### src/rtl/cmd_bus_router.sv
// Command packet router: buffers one input packet, checks its declared
// length and type code, then replays it on the destination port selected
// by that type code. Rejected packets raise an error pulse and are counted.
module cmd_bus_router #(
  parameter int P_PORT_NUM   = 4,
  parameter int P_DATA_WIDTH = 8,
  parameter int P_LEN_WIDTH  = 8,
  parameter int P_PKT_DEPTH  = 64,
  parameter int P_TYPE_IDX   = 1,
  parameter int P_TYPE_BASE  = 1
) (
  input  logic                    i_clk,
  input  logic                    i_rst,
  input  logic [P_DATA_WIDTH-1:0] i_cmd_data,
  input  logic [P_LEN_WIDTH-1:0]  i_cmd_len,
  input  logic                    i_cmd_last,
  input  logic                    i_cmd_valid,
  output logic [P_DATA_WIDTH-1:0] o_port_data,
  output logic [P_LEN_WIDTH-1:0]  o_port_len,
  output logic                    o_port_last,
  output logic [P_PORT_NUM-1:0]   o_port_valid,
  output logic                    o_busy,
  output logic                    o_err_pulse,
  output logic [15:0]             o_drop_cnt
);

  localparam int AW = $clog2(P_PKT_DEPTH);
  localparam int CW = AW + 1;  // counter must be able to hold P_PKT_DEPTH itself
  localparam int PW = $clog2(P_PORT_NUM);
  localparam logic [P_PORT_NUM-1:0]   ONE_HOT_0 = P_PORT_NUM'(1);
  localparam logic [P_DATA_WIDTH-1:0] TYPE_BASE = P_DATA_WIDTH'(P_TYPE_BASE);

  typedef enum logic [1:0] {IDLE, RECV, SEND, DISCARD} state_t;

  state_t                  state;
  state_t                  state_nx;
  logic [P_DATA_WIDTH-1:0] mem [P_PKT_DEPTH];
  logic [CW-1:0]           wr_cnt;
  logic [CW-1:0]           rd_ptr;
  logic [P_LEN_WIDTH-1:0]  len_q;
  logic [P_DATA_WIDTH-1:0] type_q;
  logic [PW-1:0]           port_q;
  logic                    pend;      // a packet started during SEND and has not ended yet
  logic                    pend_nx;
  logic                    armed;     // low only until the first edge after reset release
  logic                    mute;      // swallowing the packet that straddled reset release

  logic                    take;
  logic [CW-1:0]           cur_idx;
  logic [CW-1:0]           cnt_now;
  logic [P_LEN_WIDTH-1:0]  len_now;
  logic [P_DATA_WIDTH-1:0] type_now;
  logic [P_DATA_WIDTH-1:0] port_sel;
  logic                    pkt_ok;
  logic                    issue;
  logic                    accept;
  logic                    drop;

  assign o_busy = (state != IDLE);

  // Datapath view of the word on the input this cycle.
  always_comb begin
    // NOTE: every always_comb output gets a default first so no path can infer a latch.
    take     = 1'b0;
    cur_idx  = '0;
    len_now  = i_cmd_len;
    if (state == RECV) begin
      cur_idx = wr_cnt;
      len_now = len_q;
    end
    if (i_cmd_valid) begin
      take = (state == RECV) || (state == IDLE && armed && !mute);
    end
    cnt_now  = cur_idx + CW'(1);
    type_now = (32'(cur_idx) == P_TYPE_IDX) ? i_cmd_data : type_q;
    // Unsigned subtraction: a type below the base wraps high and fails the range check.
    port_sel = type_now - TYPE_BASE;
    pkt_ok   = (32'(cnt_now) == 32'(len_now)) &&
               (32'(cnt_now) > P_TYPE_IDX) &&
               (32'(port_sel) < P_PORT_NUM);
    issue    = (state == SEND) && (32'(rd_ptr) < 32'(len_q));
  end

  // Next-state logic plus accept/drop decisions.
  always_comb begin
    state_nx = state;
    pend_nx  = pend;
    accept   = 1'b0;
    drop     = 1'b0;
    case (state)
      IDLE: begin
        if (take) begin
          if (i_cmd_last) begin
            if (pkt_ok) begin
              accept   = 1'b1;
              state_nx = SEND;
            end else begin
              drop = 1'b1;
            end
          end else begin
            state_nx = RECV;
          end
        end
      end
      RECV: begin
        if (i_cmd_valid) begin
          if (i_cmd_last) begin
            if (pkt_ok) begin
              accept   = 1'b1;
              state_nx = SEND;
            end else begin
              drop     = 1'b1;
              state_nx = IDLE;
            end
          end else if (32'(cnt_now) == P_PKT_DEPTH) begin
            state_nx = DISCARD;
          end
        end
      end
      SEND: begin
        // Words arriving now are never buffered; their packet is dropped once, on its last word.
        if (i_cmd_valid) begin
          if (i_cmd_last) begin
            drop    = 1'b1;
            pend_nx = 1'b0;
          end else begin
            pend_nx = 1'b1;
          end
        end
        if (o_port_last) begin
          state_nx = pend_nx ? DISCARD : IDLE;
          pend_nx  = 1'b0;
        end
      end
      DISCARD: begin
        if (i_cmd_valid && i_cmd_last) begin
          drop     = 1'b1;
          state_nx = IDLE;
        end
      end
      default: state_nx = IDLE;
    endcase
  end

  // Packet buffer write port.
  // NOTE: the buffer has no reset; every word is written before it is read back.
  always_ff @(posedge i_clk) begin
    if (take) begin
      mem[cur_idx[AW-1:0]] <= i_cmd_data;
    end
  end

  // Control state, latched header fields, replay outputs and drop accounting.
  // NOTE: sequential state uses non-blocking assignments so all registers update together.
  always_ff @(posedge i_clk or posedge i_rst) begin
    if (i_rst) begin
      state        <= IDLE;
      wr_cnt       <= '0;
      rd_ptr       <= '0;
      len_q        <= '0;
      type_q       <= '0;
      port_q       <= '0;
      pend         <= 1'b0;
      armed        <= 1'b0;
      mute         <= 1'b0;
      o_port_data  <= '0;
      o_port_len   <= '0;
      o_port_last  <= 1'b0;
      o_port_valid <= '0;
      o_err_pulse  <= 1'b0;
      o_drop_cnt   <= '0;
    end else begin
      state <= state_nx;
      pend  <= pend_nx;
      armed <= 1'b1;

      if (state == IDLE && i_cmd_valid && (!armed || mute)) begin
        mute <= !i_cmd_last;
      end

      if (take) begin
        wr_cnt <= cnt_now;
        if (state == IDLE) begin
          len_q <= i_cmd_len;
        end
        if (32'(cur_idx) == P_TYPE_IDX) begin
          type_q <= i_cmd_data;
        end
      end

      if (accept) begin
        port_q <= port_sel[PW-1:0];
        rd_ptr <= '0;
      end else if (issue) begin
        rd_ptr <= rd_ptr + CW'(1);
      end

      if (issue) begin
        o_port_data  <= mem[rd_ptr[AW-1:0]];
        o_port_len   <= len_q;
        o_port_last  <= (32'(rd_ptr) + 32'd1 == 32'(len_q));
        o_port_valid <= ONE_HOT_0 << port_q;
      end else begin
        o_port_len   <= '0;
        o_port_last  <= 1'b0;
        o_port_valid <= '0;
      end

      o_err_pulse <= drop;
      if (drop && o_drop_cnt != 16'hFFFF) begin
        o_drop_cnt <= o_drop_cnt + 16'd1;
      end
    end
  end

endmodule

### config.mk
export PLATFORM = sky130hd
export DESIGN_NAME = cmd_bus_router
export DESIGN_NICKNAME = d
export VERILOG_FILES = /design/src/rtl/cmd_bus_router.sv
export SDC_FILE = /design/constraint.sdc
export NUM_CORES = 1
export LEC_CHECK = 0
export ABC_CLOCK_PERIOD_IN_PS = 3750
export BUFFER_PORTS_ARGS = -buffer_cell sky130_fd_sc_hd__buf_2
export CAP_MARGIN = 0
export CORE_MARGIN = 1
export CORE_UTILIZATION = 50
export CTS_CLUSTER_DIAMETER = 30
export DETAILED_ROUTE_END_ITERATION = 7
export PLACE_DENSITY_LB_ADDON = 0.08
export SLEW_MARGIN = 20
export SYNTH_ARGS = -nofsm -noshare
export SYNTH_HDL_FRONTEND = slang
export SYNTH_SLANG_ARGS = --single-unit
export TNS_END_PERCENT = 50
### constraint.sdc
create_clock -name i_clk -period 3.75 [get_ports i_clk]
set_input_delay 0.9375 -clock i_clk [delete_from_list [all_inputs] [get_ports i_clk]]
set_output_delay 0.9375 -clock i_clk [all_outputs]
set_load 0.1 [all_outputs]
==> results of run 1 <==
-- worst max-delay path by stage --
| stage | end | slack, ns |
|---|---|---|
| floorplan | port_q[0] | 0.14 |
| global placement | port_q[0] | 0.16 |
| detailed placement | port_q[0] | 0.07 |
| CTS | port_q[0] | 0.04 |
| global route | state[1] | 0.04 |
| finish | state[1] | 0.29 |
-- routing by layer --
metal / global-route usage, % / wire length, µm
met5: 0 / 29
met4: 6.29 / 870
met3: 5.87 / 3670
met2: 36.6 / 26700
met1: 34.2 / 25100
-- cell families after synthesis --
kind of cell,synth area share [%]
adders and majority gates,0.940
other,0.0156
and+or+nand+nor,4.66
DFF,72.0
AOI/OAI and AO/OA,2.18
buffers and inverters,1.64
muxes,17.3
xor gates and xnor gates,1.28
-- flip-flops by register name, summed over array words and instances, names as in the netlist --
register      count
armed             1
len_q             8
mem             512
mute              1
o_drop_cnt       16
o_err_pulse       1
o_port_data       8
o_port_last       1
o_port_len        8
o_port_valid      4
pend              1
port_q            2
rd_ptr            7
state             2
type_q            8
wr_cnt            7
-- layout make-up --
type | instances | share of cell area [%]
multi-input cells | 564 | 21.5
clock buffers | 128 | 10.2
inverters | 23 | 0.301
clock inverters | 88 | 3.49
well taps | 607 | 2.57
diodes | 1 | 0.00847
flip-flops and latches | 587 | 58.4
repair buffers | 150 | 3.49
-- per-stage QoR --
step | setup slack (ns) | std cells | util, %
2_1_floorplan | 0.139 | 1243 | -
3_3_place_gp | 0.158 | 1930 | 54.2
3_5_place_dp | 0.0692 | 1930 | 54.2
4_1_cts | 0.0387 | 2146 | 62.8
5_1_grt | 0.0397 | 2148 | 62.9
6_report | 0.293 | 2148 | 62.9
-- where the power goes --
part           internal, mW  total (mW)  leakage [nW]  switching [mW]
Combinational          2.82        6.62          2.75            3.80
Sequential             7.45        7.81          5.56           0.358
Clock                  7.08        10.5          1.96            3.39
Total                  17.3        24.9          10.3            7.55
-- synthesized netlist by cell type (all sizes together) (6+ instances only) --
master,count,area share [%]
ha,18,0.94
or4,7,0.22
o211ai,7,0.22
mux2,27,1.3
clkbuf,40,0.63
a21oi,16,0.33
inv,22,0.34
nand3,27,0.56
nor3,17,0.38
o21ai,18,0.38
edfxtp,512,64
xnor2,25,0.91
nor2,93,1.5
mux4,168,16
o31ai,6,0.19
mux2i,6,0.25
xor2,10,0.37
nand4,10,0.26
nand2,29,0.45
and3,9,0.23
dfrtp,75,7.8
buf,29,0.65
nor2b,9,0.23
a31oi,7,0.18
-- critical path, cell delays in order (launching register included) --
cell	delay (ns)
dfrtp_1	0.41
inv_1	0.10
ha_2	0.23
buf_4	0.19
o31a_1	0.17
nand3b_1	0.12
buf_4	0.16
mux2i_2	0.27
ha_1	0.25
nand2_1	0.07
a2bb2oi_1	0.13
o31ai_2	0.32
nand4_1	0.27
a31oi_2	0.28
mux2_2	0.36
-- what timing repair did --
action                                  4_1_cts  5_1_grt
gates resized for setup                       0        5
endpoints found under the setup margin        0       27
buffers inserted                              0        1
==> results.md, run 1 <==
* Routability cong. at 0.765
* Max Cap Viol at 0
* Die area at 0.0488 mm²
* Pins Over Slew Limit at 0
* Commonest cells after routing, fill and taps aside: edfxtp_1, mux4_2, clkbuf_16, nor2_1, buf_4
* Endpoints failing hold at 0
* # rows at 79
* Placed instance area at 0.0255 mm²
* Hold_buf cts at 0
* Htree depth at 3
* FF-to-FF End: state[1]
* Total number of yosys warnings at 0
* Syn Area/Cell at 19.3 µm²
* Synth Flop Type: edfxtp_1
* WL/cell at 26.2 µm
* R2R Path Start: state[1]
* Syn_nets at 1281
* Mapped cell area at 0.0240 mm²
* CP Class: flop to flop
* Pleak at 10.3 nW
* Final ANT Viol Nets at 0
* Vias at 12700
* Outcome: finished, final reports clean
* DIE WIDTH at 221 µm
* Total gr overflow at 0
* Post-layout min period at 3.46 ns
* Syn Inst Count at 1243
* CTS sink count at 587
* Worst min-delay path class: input port to async pin
* Filler cells at 3281
* Ys async rst share at 12.8%
* Final nets at 1479
* DRC Markers at 0
* Register area at 0.0173 mm²
* Initial antenna violation count at 3
* Worst-Skew Late Latency at 0.65 ns
* Vias in the first global route at 13000
* First-pass GRT wire length at 84300 µm
* Start point of the critical path: state[1]
* RSZ-0062 raised after global routing: false
* Seq cells post-synth at 587
* Design Area, Final at 0.0295 mm²
* I/O pin count at 59
* Largest net degree at the start of global routing at 133
* # port buffers at 58
* Sequential share of the synthesized area at 72.0%
* Setup violators final at 0
* Worst setup EP type: flop
* Commonest non-fill, non-tap cell in the layout: edfxtp_1
* Worst slew margin at 30.9%
* Core box area at 0.0470 mm²
* CTS Buf Count at 115
* Worst-path clk slew at 0.05 ns
* Setup TNS at 0 ns
* CTS tree: built
* Maximum buffer depth of the clock tree at 3
* CP Max Fanout at 12
* Iteration-0 DRC count of the detailed router at 1243
* Slew @ Worst Pin at 1.03 ns
* DP HPWL at 34000 µm
* Worst EP arrival at 3.98 ns
* R2R depth at 14
* Power Density at 843 mW/mm²
* Total GRT Usage at 23.8%
* Peak VDD IR at 0.000702 V
* WL final at 56400 µm
* Startpoint Class: flop
* EDFF count, synth at 512
* Area growth from synthesis to layout at 23.3%
* CTS Root Buffer Type: clkbuf_16
* Clock Skew at 0.0158 ns
* R2R Setup Slk at 0.29 ns
* Initial Util at 51.0%
* CP required at 4.27 ns
* Tcrit/Tclk final at 92.2%
* Multi-input gate area in the final layout at 0.00635 mm²
* Max Clk Rate at 289 MHz
* Share of layout cells above drive strength 1 at 36.0%
* Pre-antenna DRT Iters at 5
* Design Power at 24.9 mW
* Die height at 221 µm
* Yosys cell types at 56
* Vias/cell at 5.91
* Min Hold Slack at 0.443 ns
No activity file was read; power rests on OpenSTA's default activity.
==> run 2, diff against run 1 <==
- ABC_AREA: not set -> 1
- CORE_MARGIN: 1 -> 4
==> results.md, run 2 <==
* CP Max Fanout at 18
* Worst slew margin at 35.9%
* Slew @ Worst Pin at 0.958 ns
* Worst EP arrival at 3.96 ns
* Max Clk Rate at 296 MHz
* Ys async rst share at 12.8%
* Commonest cells after routing, fill and taps aside: edfxtp_1, nor2_1, o21ai_0, nand2_1, clkbuf_16
* Commonest non-fill, non-tap cell in the layout: edfxtp_1
* Worst-Skew Late Latency at 0.66 ns
* Total gr overflow at 0
* First-pass GRT wire length at 103000 µm
* EDFF count, synth at 512
* Resized Gates After CTS at 0
* I/O pin count at 59
* Hold_buf cts at 0
* Iteration-0 DRC count of the detailed router at 2020
* Top-area cell type share of the netlist area at 62.7%
* Vias in the first global route at 17000
* Syn Inst Count at 2072
* CTS sink count at 587
* Power Density at 856 mW/mm²
* DIE WIDTH at 230 µm
* Mapped cell area at 0.0245 mm²
* Largest net degree at the start of global routing at 149
* CTS Root Buffer Type: clkbuf_16
* R2R Path Start: state[1]
* Die area at 0.0527 mm²
* Sequential share of the synthesized area at 70.3%
* Worst min-delay path class: input port to async pin
* CP peak stage delay at 0.39 ns
* WL final at 67600 µm
* Pre-antenna DRT Iters at 5
* Worst-path clk slew at 0.05 ns
* Yosys cell types at 44
* Final ANT Viol Nets at 0
* Max Cap Viol at 0
* # port buffers at 58
* Syn_nets at 2110
* Final worst setup slack at 0.371 ns
* Count leader, synth: edfxtp_1
* Delay-heaviest family, CP: simple AND/OR/NAND/NOR gates
* # rows at 80
* Endpoints failing hold at 0
* Setup TNS at 0 ns
* Startpoint Class: flop
* Total GRT Usage at 25.5%
* Dpl ws at 0.379 ns
* Pleak at 10.9 nW
* Vias/cell at 5.80
* RSZ-0062 raised after global routing: false
* Diodes inserted at 0
* Fin util at 62.8%
* Final nets at 2272
* Synth Flop Type: edfxtp_1
* Routability cong. at 0.885
* Setup Fix Bufs, Post-CTS at 0
* DP HPWL at 39500 µm
* Register area at 0.0173 mm²
* Area growth from synthesis to layout at 23.3%
* Worst path cell trace: inv_1 > ha_1 > nand2_4 > inv_2 > ha_1 > nand2_1 > nor2_1 > nand2_4 > nand2_1 > nand2_2 > ha_1 > nand3b_1 > nand2_1 > nand2_1 > nor2_2 > nand3_1 > nand2_1 > nand2_1 > nand2_2 > nand2_4 > nand2_4 > nand2_1 > nand2_1
* FF-to-FF End: o_drop_cnt[13]
* Multi-input gate area in the final layout at 0.00647 mm²
* Vias at 17400
* Seq cells post-synth at 587
* Non-Filler Instances at 2995
* Peak VDD IR at 0.000718 V
* CTS Buf Count at 117
* Most frequent CP cell: nand2_1
* Top cells by area, synth: edfxtp_1, dfrtp_1, o21ai_0, nor2_1, o22ai_1
* Total number of yosys warnings at 0
* Initial antenna violation count at 1
* Maximum buffer depth of the clock tree at 3
* Clock Skew at 0.0250 ns
* Cell count after placement at 2771
* Design Power at 25.9 mW
* CTS tree: built
* WL/cell at 22.6 µm
* Placed instance area at 0.0261 mm²
* Core box area at 0.0481 mm²
* DRC Markers at 0
* Largest register FFs at 512
* WP buf/inv at 2
* Initial Util at 51.0%
* Pins Over Slew Limit at 0
* Worst setup EP type: flop
* Design Area, Final at 0.0303 mm²
* Post-synth top area cell: edfxtp_1
* Htree depth at 3
* Min Hold Slack at 0.256 ns
* Tcrit/Tclk final at 90.1%
* Filler cells at 3736
* Die height at 230 µm
* Share of layout cells above drive strength 1 at 17.9%
* R2R Setup Slk at 0.37 ns
* Setup violators final at 0
* Syn Area/Cell at 11.8 µm²
* CP Class: flop to flop
* CP required at 4.33 ns
* Outcome: finished, final reports clean
* Commonest cells post-synth: edfxtp_1, nor2_1, o21ai_0
* Slowest cell on crit path: dfrtp_1
* Post-layout min period at 3.38 ns
* R2R depth at 23
==> run 2: changes by cell type after synthesis, sizes merged, moves of 23 or more <==
cell	before	now
o21ai	18	342
nand3	27	102
nor2	93	401
o22ai	0	96
nand2	29	169
mux4	168	0
xnor2	25	2
inv	22	73
o221ai	0	52
clkbuf	40	104
mux2	27	0
==> run 2: worst register-to-register path, cell delays in order, from the launching register on <==
cell,delay [ns]
dfrtp_1,0.39
inv_1,0.11
ha_1,0.33
nand2_4,0.12
inv_2,0.13
ha_1,0.15
nand2_1,0.10
nor2_1,0.19
nand2_4,0.11
nand2_1,0.08
nand2_2,0.08
ha_1,0.24
nand3b_1,0.16
nand2_1,0.07
nand2_1,0.06
nor2_2,0.12
nand3_1,0.09
nand2_1,0.06
nand2_1,0.05
nand2_2,0.07
nand2_4,0.16
nand2_4,0.28
nand2_1,0.09
nand2_1,0.07
==> run 2: final cells by class <==
cell class	count	share of cell area (%)
well taps	656	2.71
repair buffers	167	4.08
inverters	76	0.968
clock buffers	129	10.0
flip-flops and latches	587	57.0
multi-input cells	1285	21.4
clock inverters	95	3.77
==> run 2: logic make-up after synthesis <==
logic type               count (synthesis)  share of synthesized area (%)
AND/OR/NAND/NOR                        710                           12.3
adder cells (fa/ha/maj)                 18                          0.918
XOR/XNOR                                19                          0.678
AO/OA/AOI/OAI                          537                           12.5
other                                    1                         0.0153
buffers and inverters                  200                           3.31
flip-flops                             587                           70.3
==> run 2: per-layer routing <==
metal	part of all wire [%]	wire [µm]	global-route usage, %	vias up
met1	44	29600	36.8	8577
met2	46	31200	39.5	723
met5	0	0	0	-
met4	2.7	1800	8.10	0
li1	-	-	-	7930
met3	7.4	5020	4.77	134
==> run 2: worst max-delay path by stage <==
stage              from             end  cells past startpoint
6_report       state[1]  o_drop_cnt[13]                     23
5_1_grt        state[1]  o_drop_cnt[13]                     23
4_1_cts        state[1]  o_drop_cnt[14]                     23
3_5_place_dp   state[1]  o_drop_cnt[14]                     23
3_3_place_gp   state[1]  o_drop_cnt[10]                     23
2_1_floorplan  state[0]      mem[13][0]                      9
==> run 2: report_power, final <==
part           internal (mW)  switching [mW]
Sequential              7.41           0.316
Combinational           2.08            5.38
Clock                   7.18            3.53
Total                   16.7            9.22
